===== src/rtl/alu_mc.sv =====
// alu_mc: multi-cycle ALU. Logic, compare, add and subtract complete in one
// cycle. MOD and DIV with a nonzero divisor run a restoring divider that
// handles one quotient bit per cycle, for WIDTH cycles.
//
// Ports:
//   Clk      - clock; all state changes on the rising edge
//   Reset    - asynchronous reset, active low
//   Start    - operation request; accepted only while not Busy
//   A, B     - operands, sampled with Start
//   ALUOp    - opcode, sampled with Start
//   Result   - registered result, held until the next completion
//   C        - carry-out (ADD) / no-borrow (SUB), else 0
//   V        - signed overflow (ADD/SUB), else 0
//   DivZero  - divide by zero on MOD/DIV, else 0
//   Busy     - divider iteration in progress
//   We       - one-cycle pulse marking a new Result/C/V/DivZero
module alu_mc #(
    parameter int WIDTH = 32,
    parameter int CNT_W = $clog2(WIDTH + 1)
) (
    input  logic             Clk,
    input  logic             Reset,
    input  logic             Start,
    input  logic [WIDTH-1:0] A,
    input  logic [WIDTH-1:0] B,
    input  logic [3:0]       ALUOp,
    output logic [WIDTH-1:0] Result,
    output logic             C,
    output logic             V,
    output logic             DivZero,
    output logic             Busy,
    output logic             We
);

    localparam logic IDLE = 1'b0;
    localparam logic ITER = 1'b1;

    localparam logic [3:0] OP_AND   = 4'd0;
    localparam logic [3:0] OP_OR    = 4'd1;
    localparam logic [3:0] OP_XOR   = 4'd2;
    localparam logic [3:0] OP_NOR   = 4'd3;
    localparam logic [3:0] OP_LESS  = 4'd4;
    localparam logic [3:0] OP_ADD   = 4'd5;
    localparam logic [3:0] OP_SUB   = 4'd6;
    localparam logic [3:0] OP_MOD   = 4'd7;
    localparam logic [3:0] OP_DIV   = 4'd8;
    localparam logic [3:0] OP_LESSU = 4'd9;

    logic             state_q, state_d;
    logic [CNT_W-1:0] cnt_q, cnt_d;
    logic [WIDTH-1:0] rem_q, rem_d;
    logic [WIDTH-1:0] quo_q, quo_d;   // dividend shifts out as quotient shifts in
    logic [WIDTH-1:0] dvs_q, dvs_d;
    logic             mod_q, mod_d;
    logic [WIDTH-1:0] result_d;
    logic             c_d, v_d, dz_d, we_d;

    // Single-cycle datapath
    logic [WIDTH:0]   sum, diff;
    logic             lt_s, lt_u;
    logic [WIDTH-1:0] alu_res;
    logic             alu_c, alu_v, alu_dz;
    logic             start_iter;

    assign sum  = {1'b0, A} + {1'b0, B};
    assign diff = {1'b0, A} + {1'b0, ~B} + {{WIDTH{1'b0}}, 1'b1};
    assign lt_s = $signed(A) < $signed(B);
    assign lt_u = A < B;
    assign start_iter = ((ALUOp == OP_MOD) || (ALUOp == OP_DIV)) && (B != '0);

    always_comb begin
        alu_res = '0;
        alu_c   = 1'b0;
        alu_v   = 1'b0;
        alu_dz  = 1'b0;
        case (ALUOp)
            OP_AND:   alu_res = A & B;
            OP_OR:    alu_res = A | B;
            OP_XOR:   alu_res = A ^ B;
            OP_NOR:   alu_res = ~(A | B);
            OP_LESS:  alu_res = {{(WIDTH-1){1'b0}}, lt_s};
            OP_LESSU: alu_res = {{(WIDTH-1){1'b0}}, lt_u};
            OP_ADD: begin
                alu_res = sum[WIDTH-1:0];
                alu_c   = sum[WIDTH];
                alu_v   = (A[WIDTH-1] == B[WIDTH-1]) && (sum[WIDTH-1] != A[WIDTH-1]);
            end
            OP_SUB: begin
                alu_res = diff[WIDTH-1:0];
                alu_c   = diff[WIDTH];
                alu_v   = (A[WIDTH-1] != B[WIDTH-1]) && (diff[WIDTH-1] != A[WIDTH-1]);
            end
            // Divide ops reach this path only with a zero divisor
            OP_MOD: begin
                alu_res = A;
                alu_dz  = 1'b1;
            end
            OP_DIV: begin
                alu_res = '1;
                alu_dz  = 1'b1;
            end
            default: ;
        endcase
    end

    // One restoring-division step. The shifted remainder needs one extra bit;
    // when it is >= divisor the true difference fits in WIDTH bits.
    logic [WIDTH:0]   rem_sh;
    logic             take;
    logic [WIDTH-1:0] rem_nx, quo_nx;

    assign rem_sh = {rem_q, quo_q[WIDTH-1]};
    assign take   = rem_sh >= {1'b0, dvs_q};
    assign rem_nx = take ? (rem_sh[WIDTH-1:0] - dvs_q) : rem_sh[WIDTH-1:0];
    assign quo_nx = {quo_q[WIDTH-2:0], take};

    always_comb begin
        state_d  = state_q;
        cnt_d    = cnt_q;
        rem_d    = rem_q;
        quo_d    = quo_q;
        dvs_d    = dvs_q;
        mod_d    = mod_q;
        result_d = Result;
        c_d      = C;
        v_d      = V;
        dz_d     = DivZero;
        we_d     = 1'b0;
        case (state_q)
            IDLE: begin
                if (Start) begin
                    if (start_iter) begin
                        rem_d   = '0;
                        quo_d   = A;
                        dvs_d   = B;
                        mod_d   = (ALUOp == OP_MOD);
                        cnt_d   = CNT_W'(WIDTH);
                        state_d = ITER;
                    end else begin
                        result_d = alu_res;
                        c_d      = alu_c;
                        v_d      = alu_v;
                        dz_d     = alu_dz;
                        we_d     = 1'b1;
                    end
                end
            end
            default: begin
                rem_d = rem_nx;
                quo_d = quo_nx;
                cnt_d = cnt_q - CNT_W'(1);
                if (cnt_q == CNT_W'(1)) begin
                    result_d = mod_q ? rem_nx : quo_nx;
                    c_d      = 1'b0;
                    v_d      = 1'b0;
                    dz_d     = 1'b0;
                    we_d     = 1'b1;
                    state_d  = IDLE;
                end
            end
        endcase
    end

    always_ff @(posedge Clk or negedge Reset) begin
        if (!Reset) begin
            state_q <= IDLE;
            cnt_q   <= '0;
            rem_q   <= '0;
            quo_q   <= '0;
            dvs_q   <= '0;
            mod_q   <= 1'b0;
            Result  <= '0;
            C       <= 1'b0;
            V       <= 1'b0;
            DivZero <= 1'b0;
            We      <= 1'b0;
        end else begin
            state_q <= state_d;
            cnt_q   <= cnt_d;
            rem_q   <= rem_d;
            quo_q   <= quo_d;
            dvs_q   <= dvs_d;
            mod_q   <= mod_d;
            Result  <= result_d;
            C       <= c_d;
            V       <= v_d;
            DivZero <= dz_d;
            We      <= we_d;
        end
    end

    assign Busy = (state_q == ITER);

endmodule


===== config.mk =====
export PLATFORM = sky130hd
export DESIGN_NAME = alu_mc
export DESIGN_NICKNAME = d
export VERILOG_FILES = /design/src/rtl/alu_mc.sv
export SDC_FILE = /design/constraint.sdc
export NUM_CORES = 1
export LEC_CHECK = 0
export CORE_MARGIN = 2
export CORE_UTILIZATION = 50
export DETAILED_ROUTE_END_ITERATION = 12
export PLACE_DENSITY_LB_ADDON = 0.15
export SLEW_MARGIN = 20
export SYNTH_ARGS = -nofsm -noshare
export SYNTH_HDL_FRONTEND = slang
export SYNTH_SLANG_ARGS = --single-unit

===== constraint.sdc =====
create_clock -name Clk -period 7 [get_ports Clk]
set_input_delay 1.4 -clock Clk [delete_from_list [all_inputs] [get_ports Clk]]
set_output_delay 1.4 -clock Clk [all_outputs]
set_load 0.02 [all_outputs]

==> flow_summary.yaml <==
pwr:
  p_switching_mw: 3.09
  p_int_mw: 3.25
  seq_power_share: 0.235
  p_comb_frac: 0.631
  p_per_area_nw_per_um2: 403
  irDropWorstVdd_v: 0.000251
  leakagePower_nw: 6.83
  total_power_mw: 6.34
  clkPwrFrac: 0.134
  p_sw_frac: 0.487
setup_path:
  r2r_start: "Busy"
  path_class: "in -> reg"
  r2r_cells: 12
  worst-path-max-fanout: 17
  r2r-end: "Result[30]"
  end_kind: "flip-flop"
  reg2reg_setup_slack_ps: 2680
  worstSetupStartpoint: "B[18]"
  startpoint_type: "input pin"
  crit_end: "Result[31]"
  crit_required_ps: 7350
  crit_arrival_ps: 5730
status:
  outcome: "finished clean"
timing:
  finalCriticalPeriod_ps: 5380
  max_freq_mhz: 186
  max_slew_margin: 0.292
  tightest_slew_ps: 1060
  hold_viol: 0
  skew_ps: 13.3
  finalSetupTns_ps: 0
  rsz0062_at_grt: "no"
  timing.final.crit_share: 0.769
  drv_slew: 0
  holdWs_ps: 484
  setup_viol: 0
clock_tree:
  clock_sinks: 140
  cts_made_buffers: 17
  cts.htree.levels: 4
  hold_buffers: 0
  clk_latency_ps: 440
  root_buffer: "clkbuf_16"
  cts_buffer_depth: 2
  clkTransAtPathRegs_ps: 60
  cts_resized: 0
  post_cts_buffers: 0
  cts_tree: "built"
yosys:
  synthTopCellsByArea: "dfrtp_1, ha_1, o21ai_0"
  syn_inst: 1833
  synth.area.mux_share: 0.0245
  synth_top_family_by_area: "compound AO/OA/AOI/OAI gates"
  synth_flop_cell: "dfrtp_1"
  netlist.area_leader.share: 0.253
  syn_avg_cell_area_sq_um: 7.56
  synth_edf_count: 0
  synthXorXnorAreaFrac: 0.0215
  yosysSeqAreaShare: 0.253
  ys_types: 92
  synthAdderAreaFrac: 0.132
  synth.net_count: 2048
  ys_warn_count: 0
  synth_compound_area_frac: 0.325
  synthSimpleGateAreaFrac: 0.174
  synth_top_area_cell: "dfrtp_1"
  ys_async_sr_fraction: 1.00
  yosys_register_bits: 140
  netlist_area_sq_um: 13900
flow_run:
  maxCapViolCount: 0
grt:
  grt_pass1_vias: 13800
  grt_antenna_before_repair: 1
  grt_max_degree: 80
  grtUsageTotal: 0.361
  grt_overflow: 0
  grt_first_pass_wirelength_microns: 80200
placed_design:
  hpwl_microns: 38600
  numPortBuffers: 107
  gp_congestion: 0.963
route:
  final_antenna_net_count: 0
  via_per_inst: 6.46
  drt-total-wl_microns: 51800
  wl_per_cell_microns: 23.0
  dr.pass1.iters: 6
  drt_first_iter_violations: 1580
  route.detailed.drc: 0
  vias: 14600
floorplan:
  die_x_microns: 171
  core-area_sq_um: 27100
  rows: 60
  start_util: 0.512
  die_h_microns: 171
  io_pins: 108
  dieArea_sq_um: 29100
finish:
  drive_gt1_frac: 0.0569
  layout_commonest_cell: "o21ai_0"
  final_nets: 2081
  layout_common_cells: "o21ai_0, a21oi_1, nand2_1, nor2_1, ha_1"
  area_delta_synth_final_pct: 13.5
min_path:
  hold_path.class: "reg -> reg"
[stage by stage]
step	area, sq um	worst slack [ps]	instances	utilization
2_1_floorplan	13900	2650	1833	-
3_3_place_gp	15200	1230	2219	0.560
3_5_place_dp	15200	1240	2219	0.560
4_1_cts	15700	1680	2251	0.580
5_1_grt	15700	1530	2251	0.581
6_report	15700	1620	2252	0.581
[synth_stat cells (all sizes together) (5+ instances only)]
cell / n
o21bai: 16
o31ai: 16
a221oi: 15
a221o: 15
or2: 9
a41oi: 7
o2111ai: 7
a31oi: 19
nor2b: 15
a21oi: 193
buf: 16
inv: 141
nor2: 151
or3: 5
o21ai: 218
and3: 10
clkbuf: 98
or4: 6
mux2i: 26
a21o: 21
a211oi: 18
nor3: 20
o211ai: 23
ha: 141
a22o: 5
a311oi: 5
o21a: 9
xnor2: 25
nand4: 17
nand2: 187
xor2: 9
dfrtp: 140
nand2b: 18
mux2: 5
a22oi: 38
a32oi: 5
a2111oi: 5
nor4: 24
a211o: 5
o221ai: 7
o22ai: 14
o31a: 5
nand3: 51
[worst max-delay path, cell delays in order]
cell and delay (ps):
clkdlybuf4s50_1 780, inv_1 120, ha_1 650, nor2b_1 100, o211ai_1 330, nand4_1 230, a211oi_1 750, o221ai_1 290
or4_1 490, nand2_1 120, nand2_1 60, a221o_1 330, o211ai_1 80
[logic make-up (layout without fill, tap and decap cells)]
kind of cell | Yosys count | in the layout
AO/OA/AOI/OAI | 699 | 699
XOR/XNOR | 34 | 34
adder cells (fa/ha/maj) | 144 | 144
buffers and inverters | 257 | 303
flip-flops | 140 | 140
multiplexers | 32 | 32
other | 0 | 1
AND/OR/NAND/NOR | 527 | 527
[sequential cells by signal, indices dropped and copies added (netlist names)]
register / flops
Result: 32
quo_q: 32
rem_q: 32
cnt_q: 6
Busy: 1
mod_q: 1
C: 1
V: 1
dvs_q: 32
We: 1
DivZero: 1
[power groups by stage]
stage,logic [mW],clock network [mW],registers [mW]
6_report,4.00,0.848,1.49
5_1_grt,4.40,0.888,1.53
4_1_cts,3.97,0.852,1.48
3_5_place_dp,3.94,0,1.49
3_3_place_gp,3.88,0,1.49
2_1_floorplan,2.78,0,1.48
[area by class of cell]
type,instances,area [sq um]
fill,2531,11400
multi-input combinational,1436,9450
sequential,140,3500
timing repair buffer,128,1230
inverter,143,537
clock buffer,22,484
tap,372,465
clock inverter,10,66.3
antenna,1,2.50
[per-layer routing]
metal  GRT usage  wire length (microns)  up-vias
li1            -                      -     6707
met3      0.0592                   4030      177
met5           0                      0        -
met4       0.229                   3590        0
met2       0.556                  22700      726
met1       0.473                  21500     6949
[worst min-delay path by stage]
stage                   from  endpoint  slack (ps)  cells past startpoint
floorplan           cnt_q[5]  cnt_q[5]         450                      1
global placement    cnt_q[5]  cnt_q[5]         470                      1
detailed placement  cnt_q[5]  cnt_q[5]         470                      1
CTS                 cnt_q[5]  cnt_q[5]         480                      1
global route        cnt_q[5]  cnt_q[5]         520                      1
finish              cnt_q[5]  cnt_q[5]         480                      1
No activity file was read; power rests on OpenSTA's default activity.
